## config.mk

```make
export PLATFORM = sky130hd
export DESIGN_NAME = bram_port_arbiter
export DESIGN_NICKNAME = d
export VERILOG_FILES = /design/src/rtl/bram_port_arbiter_pkg.sv /design/src/rtl/bram_port_arbiter_rsp_fifo2.sv /design/src/rtl/bram_port_arbiter.sv
export SDC_FILE = /design/constraint.sdc
export NUM_CORES = 1
export LEC_CHECK = 0
export CAP_MARGIN = 20
export CORE_MARGIN = 2
export CORE_UTILIZATION = 47
export CTS_BUF_LIST = sky130_fd_sc_hd__clkbuf_2
export DETAILED_ROUTE_END_ITERATION = 10
export PLACE_DENSITY = 0.95
export SLEW_MARGIN = 15
export SYNTH_ARGS = -nofsm -noshare
export SYNTH_HDL_FRONTEND = slang
export SYNTH_HIERARCHICAL = 1
export SYNTH_SLANG_ARGS = --single-unit
export TNS_END_PERCENT = 30
```

## constraint.sdc

```tcl
create_clock -name clk -period 9.1 [get_ports clk]
set_input_delay 2.73 -clock clk [delete_from_list [all_inputs] [get_ports clk]]
set_output_delay 2.73 -clock clk [all_outputs]
set_load 0.02 [all_outputs]
```

## src/rtl/bram_port_arbiter_pkg.sv

```systemverilog
// bram_port_arbiter shared definitions.
// Grant encoding and response buffer depth.
package bram_port_arbiter_pkg;

    typedef enum logic [1:0] {
        GRANT_NONE = 2'd0,
        GRANT_WR   = 2'd1,
        GRANT_RD   = 2'd2
    } grant_e;

    localparam int RSP_DEPTH = 2;

endpackage

```

## src/rtl/bram_port_arbiter_rsp_fifo2.sv

```systemverilog
// Two-entry in-order response buffer.
// Holds BRAM read data until the consumer takes it.
module rsp_fifo2
    import bram_port_arbiter_pkg::*;
#(
    parameter int data_width = 8
) (
    input  logic                  clk,
    input  logic                  rst,
    input  logic                  push,
    input  logic [data_width-1:0] din,
    input  logic                  pop,
    output logic [1:0]            count,
    output logic [data_width-1:0] head
);

    logic [data_width-1:0] slot0;
    logic [data_width-1:0] slot1;
    logic                  wr_ptr;
    logic                  rd_ptr;

    // Storage, pointers and occupancy.
    always_ff @(posedge clk or posedge rst) begin
        if (rst) begin
            slot0  <= '0;
            slot1  <= '0;
            wr_ptr <= 1'b0;
            rd_ptr <= 1'b0;
            count  <= 2'd0;
        end else begin
            if (push) begin
                if (wr_ptr) slot1 <= din;
                else        slot0 <= din;
                wr_ptr <= ~wr_ptr;
            end
            if (pop) begin
                rd_ptr <= ~rd_ptr;
            end
            unique case ({push, pop})
                2'b10:   count <= count + 2'd1;
                2'b01:   count <= count - 2'd1;
                default: count <= count;
            endcase
        end
    end

    // Oldest entry is always presented.
    always_comb begin
        head = rd_ptr ? slot1 : slot0;
    end

    // The credit rule upstream must keep a push away from a full buffer.
    assert property (@(posedge clk) disable iff (rst)
        !(push && count == 2'(RSP_DEPTH)))
        else $error("rsp_fifo2 overflow");

endmodule

```

## src/rtl/bram_port_arbiter.sv

```systemverilog
// Single-port BRAM front end.
// Arbitrates write and read streams, buffers read responses.
module bram_port_arbiter
    import bram_port_arbiter_pkg::*;
#(
    parameter int addr_width = 10,
    parameter int data_width = 8
) (
    input  logic                  clk,
    input  logic                  rst,
    input  logic                  wr_valid,
    output logic                  wr_ready,
    input  logic [addr_width-1:0] wr_addr,
    input  logic [data_width-1:0] wr_data,
    input  logic                  rd_req_valid,
    output logic                  rd_req_ready,
    input  logic [addr_width-1:0] rd_addr,
    output logic                  rd_valid,
    input  logic                  rd_ready,
    output logic [data_width-1:0] rd_data,
    output logic                  bram_we,
    output logic [addr_width-1:0] bram_addr,
    output logic [data_width-1:0] bram_din,
    input  logic [data_width-1:0] bram_dout
);

    grant_e                grant;
    grant_e                last_grant;
    logic                  inflight;
    logic [addr_width-1:0] last_addr;
    logic [1:0]            fifo_count;
    logic [data_width-1:0] fifo_head;
    logic [1:0]            credit_sum;
    logic                  rd_ok;
    logic                  pop;

    // A read is only issued while a buffer slot is guaranteed for it.
    always_comb begin
        credit_sum = fifo_count + {1'b0, inflight};
        rd_ok      = rd_req_valid && (credit_sum < 2'd2);
    end

    // Grant selection; round-robin when both sides can go.
    always_comb begin
        grant = GRANT_NONE;
        if (rst) begin
            grant = GRANT_NONE;
        end else if (wr_valid && rd_ok) begin
            grant = (last_grant == GRANT_WR) ? GRANT_RD : GRANT_WR;
        end else if (wr_valid) begin
            grant = GRANT_WR;
        end else if (rd_ok) begin
            grant = GRANT_RD;
        end
    end

    // Drive handshakes and the BRAM port from the grant.
    always_comb begin
        wr_ready     = 1'b0;
        rd_req_ready = 1'b0;
        bram_we      = 1'b0;
        bram_addr    = last_addr;
        bram_din     = '0;
        unique case (grant)
            GRANT_WR: begin
                wr_ready  = 1'b1;
                bram_we   = 1'b1;
                bram_addr = wr_addr;
                bram_din  = wr_data;
            end
            GRANT_RD: begin
                rd_req_ready = 1'b1;
                bram_addr    = rd_addr;
            end
            default: begin
                bram_addr = last_addr;
            end
        endcase
    end

    // Track the outstanding read, last winner and last address.
    always_ff @(posedge clk or posedge rst) begin
        if (rst) begin
            inflight   <= 1'b0;
            last_grant <= GRANT_RD;
            last_addr  <= '0;
        end else begin
            inflight <= (grant == GRANT_RD);
            if (grant != GRANT_NONE) begin
                last_grant <= grant;
                last_addr  <= bram_addr;
            end
        end
    end

    // Response stream handshake.
    always_comb begin
        rd_valid = (fifo_count != 2'd0);
        rd_data  = fifo_head;
        pop      = rd_valid && rd_ready;
    end

    rsp_fifo2 #(
        .data_width(data_width)
    ) u_fifo (
        .clk  (clk),
        .rst  (rst),
        .push (inflight),
        .din  (bram_dout),
        .pop  (pop),
        .count(fifo_count),
        .head (fifo_head)
    );

endmodule

```

# After elaboration in Yosys (flattened, before gate mapping)
# Cells that the tools add are included.
# W data, S select, Z words.
# word_totals
regBits	33
out_inout_bits	30
inputBits	41
word_cells	38
# classes
n_eq_ne	5
addsub	3
reduce_logical	8
bitwise	2
order_cmp	1
muxes	11
# op_table
op	n
$pmux W10 S2	1
$mux W8	2
$mux W2	5
$eq A2 B1 Y1 const B	3
$reduce_bool A2 Y1	3
$eq A2 B2 Y1 const B	2
$pmux W2 S2	1
$reduce_and A2 Y1	2
$logic_and A1 B1 Y1	3
$add A2 B1 Y2	1
$add A2 B1 Y2 const B	1
$lt A2 B2 Y1 const B	1
$mux W1	2
$not A1 Y1	2
$sub A2 B1 Y2 const B	1

# Logic depth before layout (Yosys ltp)
# logic_depth
word_depth	9
depth_mapped	8
depth_no_buf	7

# Hierarchy
# The synthesis kept the hierarchy.
# by_module_without_submodules
module	instances	area_each_um2	seq_area_each_um2	cells_each
rsp_fifo2	1	860.8	500.5	56
bram_port_arbiter	1	853.3	326.6	100

# Worst setup path after synthesis
# No wires, ideal clock.
# synth_path
kind	input to output
startpoint	input rst
endpoint	output bram_addr[8]
path_stages	8
arrival_time_ps	4521
path_buffers	2
slack_ps	1849
required_time_ps	6370
path_cell_list	inv_1 > o311ai_4 > inv_2 > ha_1 > buf_4 > clkbuf_1 > a22oi_1 > a21oi_1
# synth_between
elab_chain_cells	3
elab_cells_between_ends	4
cone_classes	2 x eq/ne; 2 x mux
# synth_lines
item	line_no	rtl
from (decl)	bram_port_arbiter.sv:10	input logic rst,
$mux W2 *	bram_port_arbiter.sv:46	if (rst) begin
named net grant[0]	bram_port_arbiter.sv:27	grant_e grant;
$eq A2 B2 Y1 / $eq A2 B1 Y1 (equally long branches)	bram_port_arbiter.sv:64	unique case (grant)
$pmux W10 S2 *	bram_port_arbiter.sv:64	
to (decl)	bram_port_arbiter.sv:22	output logic [addr_width-1:0] bram_addr,
# Mark *: on every way through the listed nets, which the timed path passes. The rest lies on a longest branch.

# Worst setup path in the final report
# layout_path
startpoint	input rst
endpoint	output bram_addr[1]
# layout_between
elab_chain_cells	3
elab_cells_between_ends	4
cone_classes	2 x eq/ne; 2 x mux
# layout_lines
item	line_no
$mux W2 *	bram_port_arbiter.sv:46
$eq A2 B2 Y1 / $eq A2 B1 Y1 (equally long branches)	bram_port_arbiter.sv:64
$pmux W10 S2 *	bram_port_arbiter.sv:64
# Every way passes the cells marked *; elsewhere a longest branch is shown, timed or not.

==> metrics.log <==
INFO  metric min_path_type = reg2reg
INFO  metric worst_r2r_startpoint = inflight$_DFF_PP0_
INFO  metric via_per_inst = between 5 and 6
INFO  metric cts_root_buf = clkbuf_2
INFO  metric leakage = 1.02 nW
INFO  metric hold-path-cell-count = 2
INFO  metric grt_setup_unrepaired = no
INFO  metric post_synth_instance_area = about 0.0017 mm2
INFO  metric clk_transition_reported_paths = approximately 0.15 ns
INFO  metric timing.hold.worst_endpoint = last_addr[5]$_DFFE_PP0P_
INFO  metric highest_fanout_seen_on_the_critical_path = 21
INFO  metric max_cap_viol_count = 0
INFO  metric timing.final.hold_violations = 0
INFO  metric grt_pass1_vias = 1448
INFO  metric timing.final.ws_setup = roughly 0.78 ns
INFO  metric synth_cell_type_count = 30
INFO  metric initial_antenna_violation_count = 0
INFO  metric timing.rr.end = last_addr[7]$_DFFE_PP0P_
INFO  metric drt-pass1-iter-count = 4
INFO  metric detail-route-antenna-nets = 0
INFO  metric max_slew_margin = 0.476
INFO  metric synth.top_cells.by_area = dfrtp_1, mux2_2, a22oi_1
INFO  metric layout.area.seq = a little over 800 um2
INFO  metric globalRoute.totalOverflow = 0
INFO  metric vias = 1367
INFO  metric synth.top_cell.area_share = 0.467
INFO  metric final_period_minus_worst_setup_slack = around 8.3 ns
INFO  metric hold-worst-slack = 0.505 ns
INFO  metric cts_num_sinks = 33
INFO  metric largest_net_degree_at_the_start_of_global_routing = 22
INFO  metric filler_cell_count = between 200 and 300
INFO  metric cts_inserted_buffers = 5
INFO  metric setup_violations = 0
INFO  metric result_of_the_run = complete, no violations
INFO  metric startpoint_type = input pin
INFO  metric pre_cts_ws = between 0.7 and 0.8 ns
INFO  metric number_of_synthesized_register_bits = 33
INFO  metric synth_top_area_cell = dfrtp_1
INFO  metric initial_standard_cell_utilization_of_the_core = 0.502
INFO  metric multi_input_comb_area = ~830 um2
INFO  metric setup_total_negative_slack = 0 ns
INFO  metric num_io_pins = between 70 and 80
INFO  metric timing.final.max_slew_violations = 0
INFO  metric numPortBuffers = 70
INFO  metric post_cts.repair.setup_buffers = 0
INFO  metric dp_hpwl = a little under 3 mm
INFO  metric die_h = about 64 um
INFO  metric crit_type = in2out
INFO  metric rows = 21
INFO  metric antenna_cells = 0
INFO  metric most_common_cell_after_layout_fill_and_taps_aside = clkdlybuf4s50_1
INFO  metric final_layout_size_suffix_gt1_frac = 0.187
INFO  metric synth.avg_cell_area = 11.0 um2
INFO  metric routability_congestion = 0.778
INFO  metric seq_area_frac_synth = 0.482
INFO  metric drt_iter0_markers = 46
INFO  metric avgRoutedWirePerCell = ~15 um
INFO  metric finish.net_count = between 200 and 300
INFO  metric synthesis.yosys.warnings = 6
INFO  metric ctsLongestPathBuffers = 2
INFO  metric timing.fmax = about 120 MHz
INFO  metric tightest_slew = 0.786 ns
INFO  metric cts-resized-gates = 0
INFO  metric drt_wl_total = about 4.0 mm
INFO  metric postSynthNetCount = ~200
INFO  metric dieArea = between 0.004 and 0.005 mm2
INFO  metric global_route_wire_length_before_repair = ~7 mm
INFO  metric worst-endpoint-arrival = about 5.6 ns
INFO  metric cts_tree = done
INFO  metric layout.cells.most_common_list = clkdlybuf4s50_1, dfrtp_1, mux2_2, nand2_1
INFO  metric pwr_density_cell = about 280 mW/mm2
INFO  metric core-area = 0.00342 mm2
INFO  metric worst_case_clock_skew = roughly 0.014 ns
INFO  metric drc = 0
INFO  metric worst_supply_voltage_drop_on_vdd = 177 uV
INFO  metric fp.dieW = approximately 64 um
INFO  metric areaGrowthSynthToFinish = 45.3%
INFO  metric hold_path_startpoint = last_addr[5]$_DFFE_PP0P_
INFO  metric post_cts_hold_buffer_count = 0
INFO  metric grtUsageTotal = 0.213
INFO  metric post_synth_inst_count = 156
INFO  metric required = approximately 6.4 ns
INFO  metric timing.critical_path.to_type = output port
INFO  metric final_min_period_over_clock_period = 0.915
INFO  metric depth_of_the_cts_h_tree = 2
INFO  metric reg2reg_setup_slack = roughly 6.4 ns
INFO  metric worstRegToRegCells = 7
INFO  metric worstSkewPairLatency = roughly 0.35 ns
==> through the flow <==
step / util / instances / power, W / area, um2
finish: 0.729 / 271 / 0.000685 / 2490
global route: 0.729 / 271 / 0.000732 / 2490
CTS: 0.729 / 271 / 0.000693 / 2490
detailed placement: 0.710 / 263 / 0.000595 / 2430
global placement: 0.710 / 263 / 0.000583 / 2430
floorplan: - / 156 / 0.000454 / 1710
==> Yosys cell counts <==
master and count:
a22o_1 1, a211oi_1 1, o21ai_2 1, and2_1 10
xor2_1 3, buf_2 4, buf_4 2, inv_2 2
or2b_1 1, and3b_4 1, nor2_4 1, inv_1 2
nand2_2 1, a21boi_2 1, a21oi_1 11, nand3b_1 1
xnor2_1 2, ha_1 4, nor3b_2 1, o21ai_0 10
clkbuf_1 3, nand2_1 12, a22oi_1 10, dfstp_2 1
mux2_2 24, dfrtp_1 32, or2_2 1, nand2b_1 1
o311ai_4 1, nor2_1 11
==> final cells by class <==
type                    count  area share
clock buffers               6      0.0121
clock inverters             2      0.0136
inverters                   4     0.00603
multi-input cells         110       0.332
flip-flops and latches     33       0.332
well taps                  46      0.0231
repair buffers             70       0.281
==> logic make-up after synthesis <==
group,share of synthesized area
multiplexers,0.158
flip-flops,0.482
adder cells (fa/ha/maj),0.0292
buffers and inverters,0.0358
XOR/XNOR,0.0256
AND/OR/NAND/NOR,0.128
AO/OA/AOI/OAI,0.142
==> per-layer routing <==
layer,GRT usage,share of wire
met1,0.261,0.41
met2,0.375,0.54
met3,0.0352,0.030
met4,0.0824,0.018
met5,0,0
==> state kept, by name, indices dropped and copies added, names as in the netlist <==
register	flops
u_fifo/slot1	8
u_fifo/rd_ptr	1
u_fifo/slot0	8
last_addr	10
last_grant	2
inflight	1
u_fifo/count	2
u_fifo/wr_ptr	1
==> critical path, cell delays in order <==
cell	delay, ns
clkdlybuf4s50_1	0.46
inv_1	0.45
o311ai_4	0.24
ha_1	0.75
nor2_1	0.14
a21oi_1	0.19
clkdlybuf4s50_1	0.64
==> report_power, final <==
group          switching, W  internal, W  total (W)
clock network     0.0000472    0.0000470  0.0000942
registers         0.0000455     0.000207   0.000253
logic              0.000153     0.000185   0.000338
total              0.000246     0.000439   0.000685
==> worst max path at each step <==
stage | start | cells past startpoint | slack (ns) | end
6_report | rst | 7 | 0.78 | bram_addr[1]
5_1_grt | rst | 7 | 0.52 | bram_addr[1]
4_1_cts | rst | 7 | 0.72 | bram_addr[1]
3_5_place_dp | rst | 7 | 0.71 | bram_addr[1]
3_3_place_gp | rst | 8 | 0.87 | bram_addr[1]
2_1_floorplan | rst | 8 | 1.85 | bram_addr[8]
No activity file was read; power rests on OpenSTA's default activity.
